===== src/rtl/branch_predictor_btb.sv =====
`default_nettype none
// ============================================================================
// Module      : branch_predictor_btb
// Description : Direct-mapped saturating-counter direction predictor combined
//               with a tagged branch target buffer. Looked up combinationally
//               in IF with the fetch PC, trained from ID with the resolved
//               outcome and target.
//
//               Optional macro BP_GSHARE_EN: counters are indexed with the
//               PC index XOR a global history register (gshare); tag, valid
//               and target arrays stay PC-indexed.
//
// Ports       : clk          - clock, all state changes on rising edge
//               srst         - synchronous reset, active-high
//               en           - global enable for training
//               lookup_pc    - fetch PC
//               pred_hit     - valid entry with matching tag
//               pred_taken   - predicted taken
//               pred_target  - predicted next PC
//               pred_ghr     - history snapshot for this lookup (0 w/o gshare)
//               upd_valid    - training request
//               upd_pc       - PC of the resolved branch
//               upd_taken    - resolved direction
//               upd_target   - resolved target
//               upd_ghr      - pred_ghr captured at lookup
//
// Revision    : 1.0 - initial release
// ============================================================================
module branch_predictor_btb #(
    parameter int ADDR_W  = 64,
    parameter int ENTRIES = 32,
    parameter int IDX_LSB = 2,
    parameter int TAG_W   = 8,
    parameter int CNT_W   = 2,
    localparam int IDX_W  = $clog2(ENTRIES)
) (
    input  logic              clk,
    input  logic              srst,
    input  logic              en,
    input  logic [ADDR_W-1:0] lookup_pc,
    output logic              pred_hit,
    output logic              pred_taken,
    output logic [ADDR_W-1:0] pred_target,
    output logic [IDX_W-1:0]  pred_ghr,
    input  logic              upd_valid,
    input  logic [ADDR_W-1:0] upd_pc,
    input  logic              upd_taken,
    input  logic [ADDR_W-1:0] upd_target,
    input  logic [IDX_W-1:0]  upd_ghr
);

    localparam logic [CNT_W-1:0] c_cnt_max = {CNT_W{1'b1}};
    localparam logic [CNT_W-1:0] c_cnt_wt  = CNT_W'(1) << (CNT_W - 1);
    localparam logic [CNT_W-1:0] c_cnt_wnt = c_cnt_wt - CNT_W'(1);

    // ------------------------------------------------------------------
    // Table state
    // ------------------------------------------------------------------
    logic              r_valid  [ENTRIES];
    logic [TAG_W-1:0]  r_tag    [ENTRIES];
    logic [ADDR_W-1:0] r_target [ENTRIES];
    logic [CNT_W-1:0]  r_cnt    [ENTRIES];

    // ------------------------------------------------------------------
    // Index / tag extraction
    // ------------------------------------------------------------------
    logic [IDX_W-1:0] w_li;     // lookup index into tag/valid/target
    logic [IDX_W-1:0] w_lci;    // lookup index into counters
    logic [TAG_W-1:0] w_ltag;
    logic [IDX_W-1:0] w_ui;     // update index into tag/valid/target
    logic [IDX_W-1:0] w_uci;    // update index into counters
    logic [TAG_W-1:0] w_utag;

    assign w_li   = lookup_pc[IDX_LSB +: IDX_W];
    assign w_ltag = lookup_pc[IDX_LSB + IDX_W +: TAG_W];
    assign w_ui   = upd_pc[IDX_LSB +: IDX_W];
    assign w_utag = upd_pc[IDX_LSB + IDX_W +: TAG_W];

`ifdef BP_GSHARE_EN
    logic [IDX_W-1:0] r_ghr;

    assign w_lci    = w_li ^ r_ghr;
    // The history used at prediction time travels with the branch so the
    // same counter is trained even though r_ghr has moved on since.
    assign w_uci    = w_ui ^ upd_ghr;
    assign pred_ghr = r_ghr;

    always_ff @(posedge clk) begin
        if (srst) begin
            r_ghr <= '0;
        end else if (en && upd_valid) begin
            r_ghr <= {r_ghr[IDX_W-2:0], upd_taken};
        end
    end
`else
    assign w_lci    = w_li;
    assign w_uci    = w_ui;
    assign pred_ghr = '0;
`endif

    // Bits outside the index/tag fields, and upd_ghr in PC-only mode, are
    // intentionally ignored.
    logic w_unused;
    assign w_unused = &{1'b0, lookup_pc, upd_pc, upd_ghr};

    // ------------------------------------------------------------------
    // Lookup: purely combinational from registered state (no bypass of a
    // same-cycle update)
    // ------------------------------------------------------------------
    always_comb begin
        pred_hit    = r_valid[w_li] && (r_tag[w_li] == w_ltag);
        pred_taken  = pred_hit && r_cnt[w_lci][CNT_W-1];
        pred_target = pred_taken ? r_target[w_li] : (lookup_pc + ADDR_W'(4));
    end

    // ------------------------------------------------------------------
    // Training
    // ------------------------------------------------------------------
    logic             w_uhit;
    logic [CNT_W-1:0] w_cnt_cur;
    logic [CNT_W-1:0] w_cnt_inc;
    logic [CNT_W-1:0] w_cnt_dec;

    always_comb begin
        w_uhit    = r_valid[w_ui] && (r_tag[w_ui] == w_utag);
        w_cnt_cur = r_cnt[w_uci];
        w_cnt_inc = (w_cnt_cur == c_cnt_max) ? c_cnt_max : (w_cnt_cur + CNT_W'(1));
        w_cnt_dec = (w_cnt_cur == '0)        ? '0        : (w_cnt_cur - CNT_W'(1));
    end

    always_ff @(posedge clk) begin
        if (srst) begin
            for (int k = 0; k < ENTRIES; k++) begin
                r_valid[k]  <= 1'b0;
                r_tag[k]    <= '0;
                r_target[k] <= '0;
                r_cnt[k]    <= c_cnt_wnt;
            end
        end else if (en && upd_valid) begin
            if (w_uhit) begin
                if (upd_taken) begin
                    r_cnt[w_uci]   <= w_cnt_inc;
                    r_target[w_ui] <= upd_target;
                end else begin
                    r_cnt[w_uci]   <= w_cnt_dec;
                end
            end else if (upd_taken) begin
                // Only taken branches earn a BTB slot; the new entry starts
                // weakly taken so a single later not-taken flips it.
                r_valid[w_ui]  <= 1'b1;
                r_tag[w_ui]    <= w_utag;
                r_target[w_ui] <= upd_target;
                r_cnt[w_uci]   <= c_cnt_wt;
            end
        end
    end

endmodule
`default_nettype wire


===== config.mk =====
export PLATFORM = sky130hd
export DESIGN_NAME = branch_predictor_btb
export DESIGN_NICKNAME = d
export VERILOG_FILES = /design/src/rtl/branch_predictor_btb.sv
export SDC_FILE = /design/constraint.sdc
export NUM_CORES = 2
export LEC_CHECK = 0
export BUFFER_PORTS_ARGS = -buffer_cell sky130_fd_sc_hd__buf_2
export CELL_PAD_IN_SITES_DETAIL_PLACEMENT = 0
export CELL_PAD_IN_SITES_GLOBAL_PLACEMENT = 1
export CORE_MARGIN = 1.5
export CORE_UTILIZATION = 55
export CTS_BUF_LIST = sky130_fd_sc_hd__clkbuf_8
export CTS_CLUSTER_DIAMETER = 50
export DETAILED_ROUTE_END_ITERATION = 10
export PLACE_DENSITY = 0.89
export SYNTH_ARGS = -nofsm -noshare
export SYNTH_HDL_FRONTEND = slang
export SYNTH_SLANG_ARGS = --single-unit

===== constraint.sdc =====
create_clock -name clk -period 17.54 [get_ports clk]
set_clock_uncertainty 0.05 [all_clocks]
set_input_delay 1.754 -clock clk [delete_from_list [all_inputs] [get_ports clk]]
set_output_delay 1.754 -clock clk [all_outputs]
set_load 0.1 [all_outputs]

Word-level counts from Yosys, hierarchy flattened
Memory sizes are Yosys's and may differ from the RTL's.
Cells that the tools add are included.

storage, ports and cells
  input bits = 202
  output and inout bits = 71
  register bits after elaboration = 0
  memories kept = 4
  memory bits (writable) = 2400

operators by class
  reductions and logical operators = 9
  eq/ne operators = 3
  $add $sub $neg = 3
  bitwise operators = 3
  mux-type cells = 34

memory list
  memory    words  bits a word  rd ports  clocked after Yosys merged registers in  write ports  line  source
  r_target  32     64           1         0                                        32           61    logic [ADDR_W-1:0] r_target [ENTRIES];
  r_tag     32     8            2         0                                        32           60    logic [TAG_W-1:0] r_tag [ENTRIES];
  r_cnt     32     2            2         0                                        32           62    logic [CNT_W-1:0] r_cnt [ENTRIES];
  r_valid   32     1            2         0                                        32           59    logic r_valid [ENTRIES];

operators with widths
  kind                   number
  $mux 64                3
  $add 64x3->64 const B  1
  $reduce_or 64->1       1
  $mux 1                 21
  $mux 5                 4
  $eq 8x8->1             2
  $mux 2                 5
  $mux 8                 1
  $reduce_or 8->1        1
  $logic_and 1x1->1      4
  $or 1x1->1             3
  $add 2x1->2 const B    1
  $eq 2x2->1 const B     1
  $logic_not 2->1        1
  $reduce_or 2->1        1
  $sub 2x1->2 const B    1
  $reduce_or 1->1        1

Logic depth before layout (Yosys ltp)
An unclocked memory read counts as a cell.

  depth after elaboration = 11
  gate-level depth with buffers = 15

Least setup slack after synthesis
OpenSTA, ideal clock, no wires.

  path kind = input -> register
  from = input upd_pc[2]
  to = memory r_target[13][0] (enable)
  stages = 9
  arrival = 7813 ps
  path slack = 9103 ps
  setup time = 574 ps
  required time = 16916 ps
  cells stage by stage = buf_2 buf_6 buf_6 buf_4 buf_2 nor2b_1 nand3_1 clkbuf_1 o21ai_0

RTL lines
  what                line  source
  start: declaration  46    input logic [ADDR_W-1:0] upd_pc,
  end: declaration    61

Worst setup path in the final report
  from = input lookup_pc[3]
  to = output pred_target[62]

between the ends
  cells in the longest elaborated chain, start to end = 5
  elaborated cells between the ends (all ways) = 9
  those cells by class = 1 x add/sub; 1 x eq/ne; 1 x mux; 2 x reduce/logical; 4 x memory

RTL lines
  what                                                   line  source
  start: declaration                                     40    input logic [ADDR_W-1:0] lookup_pc,
  branches (longest 4 deep; another with $add 64x3->64)  -
  $mux 64 (*)                                            113   pred_target = pred_taken ? r_target[w_li] : (lookup_pc + ADDR_W'(4));
  end: declaration                                       43    output logic [ADDR_W-1:0] pred_target,

Mark *: on every way between the ends.

==> results_dict.tcl <==
set metrics [dict create \
    die_y_um 456 \
    post-cts-setup-buffers 0 \
    multi_input_area_um2 39000 \
    place_ws_ns 7.98 \
    drtAntennaViolNets 0 \
    synth_seq_cells 2400 \
    finalCritPeriodShare_pct 54.8 \
    cp.arrival_ns 7.81 \
    finalMaxSlewViolations 0 \
    yosysUniqueCellTypes 59 \
    path_clk_slew_ns 0.05 \
    io_pins 273 \
    cts_htree_levels 5 \
    yosysSeqAreaShare_pct 63.5 \
    ir_worst_vdd_uv 85.7 \
    drcViolationCount 0 \
    synth_top_area_cell "edfxtp_1" \
    grt_antenna_before_repair 41 \
    ff2ff_setup_slack_ns 12.62 \
    worstSkewPairLatency_ns 1.12 \
    avgSynthCellArea_um2 15.8 \
    dieArea_um2 208000 \
    start_util_pct 55.3 \
    synthTopCellsByArea "edfxtp_1 (63%), mux4_2 (15%), and2_1 (13%)" \
    port_buffers 211 \
    area_growth_pct 9.32 \
    fmax_mhz 104 \
    hold_start "r_valid[11]" \
    leakage_nw 43.3 \
    coreArea_um2 204000 \
    setup_viol 0 \
    mostFrequentLayoutCell "edfxtp_1" \
    cpPeakStageDelay_ns 0.95 \
    synth-edff-count 2368 \
    startpoint_type "primary input" \
    ctsResizeCount 0 \
    grt_pass1_wl_mm 478 \
    cp_common_cell "buf_4" \
    cap_violations 0 \
    grt_pass1_vias 67300 \
    nets 7446 \
    viasPerCell 6.62 \
    status "finished, final reports clean" \
    ys.warnings.count 0 \
    cellPowerDensity_nw_per_um2 98.7 \
    gp_congestion 0.911 \
    drive_gt1_share_pct 23.1 \
    synth_top_area_share_pct 63.0 \
    synthArstFlopShare_pct 0 \
    hold_buffers 0 \
    hold_violations 0 \
    worst_path_max_delay_cell "buf_4" \
    slew_headroom_pct 13.1 \
    min_to "r_valid[11]" \
    timing.final.ws_setup_ns 7.92 \
    synth_flop_cell "edfxtp_1" \
    drt_iter0_markers 11100 \
    overflow 0 \
    die_width_um 456 \
    syn_area_um2 113000 \
    crit_fanout 64 \
    critPathCaptureType "output pin" \
    numCtsBuffers 402 \
    finalWirelength_mm 339 \
    cts.sinks 2400 \
    worst_pin_slew_ns 1.30 \
    post_drt_wl_per_cell_um 33.1 \
    hpwl_mm 179 \
    cts_tree "built" \
    fin_crit_ns 9.62 \
    route.vias.total 67700 \
    first_pass_iters 6 \
    grt_max_degree 154 \
    cts_buffer_depth 4 \
    crit_chain "buf_8, buf_4, buf_4, ha_1, and3_1, nand3_1, nor3_2, buf_4, nand2_1, nor2_1, nand2_1, nor2_1, xnor2_1, a21oi_1, buf_2" \
    tns_ns 0 \
    layout_common_cells "edfxtp_1 (2368), and2_1 (2359), mux4_2 (759), clkbuf_8 (413), buf_2 (205)" \
    rows 166 \
    synth_cells 7170 \
    rsz0062_at_grt "false" \
    required_ns 15.74 \
    fin_hold_ws_ns 0.425 \
    r2r-start "r_tag[15][1]" \
    cts-root-buf "clkbuf_8" \
    min_path_cells 1 \
    hold_path.class "flip-flop to flip-flop" \
    track_usage_pct 32.4 \
    utilization_pct 60.4 \
    regArea_um2 71700 \
    r2r_end "r_cnt[1][1]" \
    worstSetupPathType "primary input to output pin" \
    r2r_cells 10 \
    n_fill_cell 14900 \
]
## worst max-delay path, delay by kind of cell
| kind | cells | cell delay (ns) |
|---|---|---|
| buffers and inverters | 5 | 2.94 |
| AND/OR/NAND/NOR | 7 | 2.34 |
| adder cells (fa/ha/maj) | 1 | 0.38 |
| AO/OA/AOI/OAI | 1 | 0.17 |
| XOR/XNOR | 1 | 0.07 |
## Yosys cell counts (32+ instances only)
cell type,n
nor2_1,68
clkbuf_1,559
mux4_2,759
o22ai_1,44
buf_1,45
edfxtp_1,2368
o21ai_0,55
a211oi_1,55
dfxtp_1,32
a21oi_1,60
xor2_1,47
and2_1,2359
and3_1,49
a22oi_1,33
a21o_1,64
nand2_1,60
mux2i_1,128
buf_2,74
nand3_1,71
## how the worst max path moves through the flow
stage	to	start	cells after the start
after floorplan	r_target[13][0]	upd_pc[2]	9
after global placement	pred_target[62]	lookup_pc[3]	15
after detailed placement	pred_target[63]	lookup_pc[3]	15
after CTS	pred_target[63]	lookup_pc[3]	15
after global routing	pred_target[62]	lookup_pc[3]	15
final	pred_target[62]	lookup_pc[3]	15
## logic make-up (layout without fill, tap and decap cells)
family / after synthesis / after routing / share of synthesized area, %
xor gates and xnor gates: 66 / 66 / 0.512
adders and majority gates: 1 / 1 / 0.0111
other: 1 / 33 / 0.00332
DFF: 2400 / 2400 / 63.5
muxes: 892 / 892 / 16.3
and+or+nand+nor: 2773 / 2773 / 15.2
AOI/OAI and AO/OA: 324 / 324 / 1.87
buffers and inverters: 713 / 1064 / 2.57
## through the flow
step | cells | power (W) | cell area (um2)
after floorplan | 7174 | 0.00746 | 113000
after global placement | 9527 | 0.00777 | 116000
after detailed placement | 9527 | 0.00781 | 116000
after CTS | 10200 | 0.0122 | 123000
after global routing | 10200 | 0.0125 | 123000
final | 10200 | 0.0122 | 123000
## flip-flops by register name, summed over array words and instances, names as in the netlist
register  cells
r_valid      32
r_tag       256
r_cnt        64
r_target   2048
## cell type report
type	instances	area share [%]
flip-flops and latches	2400	58.1
multi-input cells	4061	31.6
clock buffers	413	4.60
well taps	2688	2.72
repair buffers	371	1.91
clock inverters	273	1.02
diodes	28	0.0567
inverters	7	0.0334
## power breakdown
part           internal, W  switching [W]  leakage, nW
Combinational     0.000387       0.000666         16.5
Sequential         0.00657      0.0000844         22.7
Clock              0.00225        0.00223         4.07
## metal layers
metal / vias to the layer above / wire length [um] / GRT usage, %
li1: 27000 / - / -
met2: 5416 / 160000 / 50.8
met5: - / 48 / 0
met4: 8 / 16700 / 15.2
met3: 940 / 45600 / 8.41
met1: 34400 / 116000 / 42.5
Power figures use the tool's default switching activity.
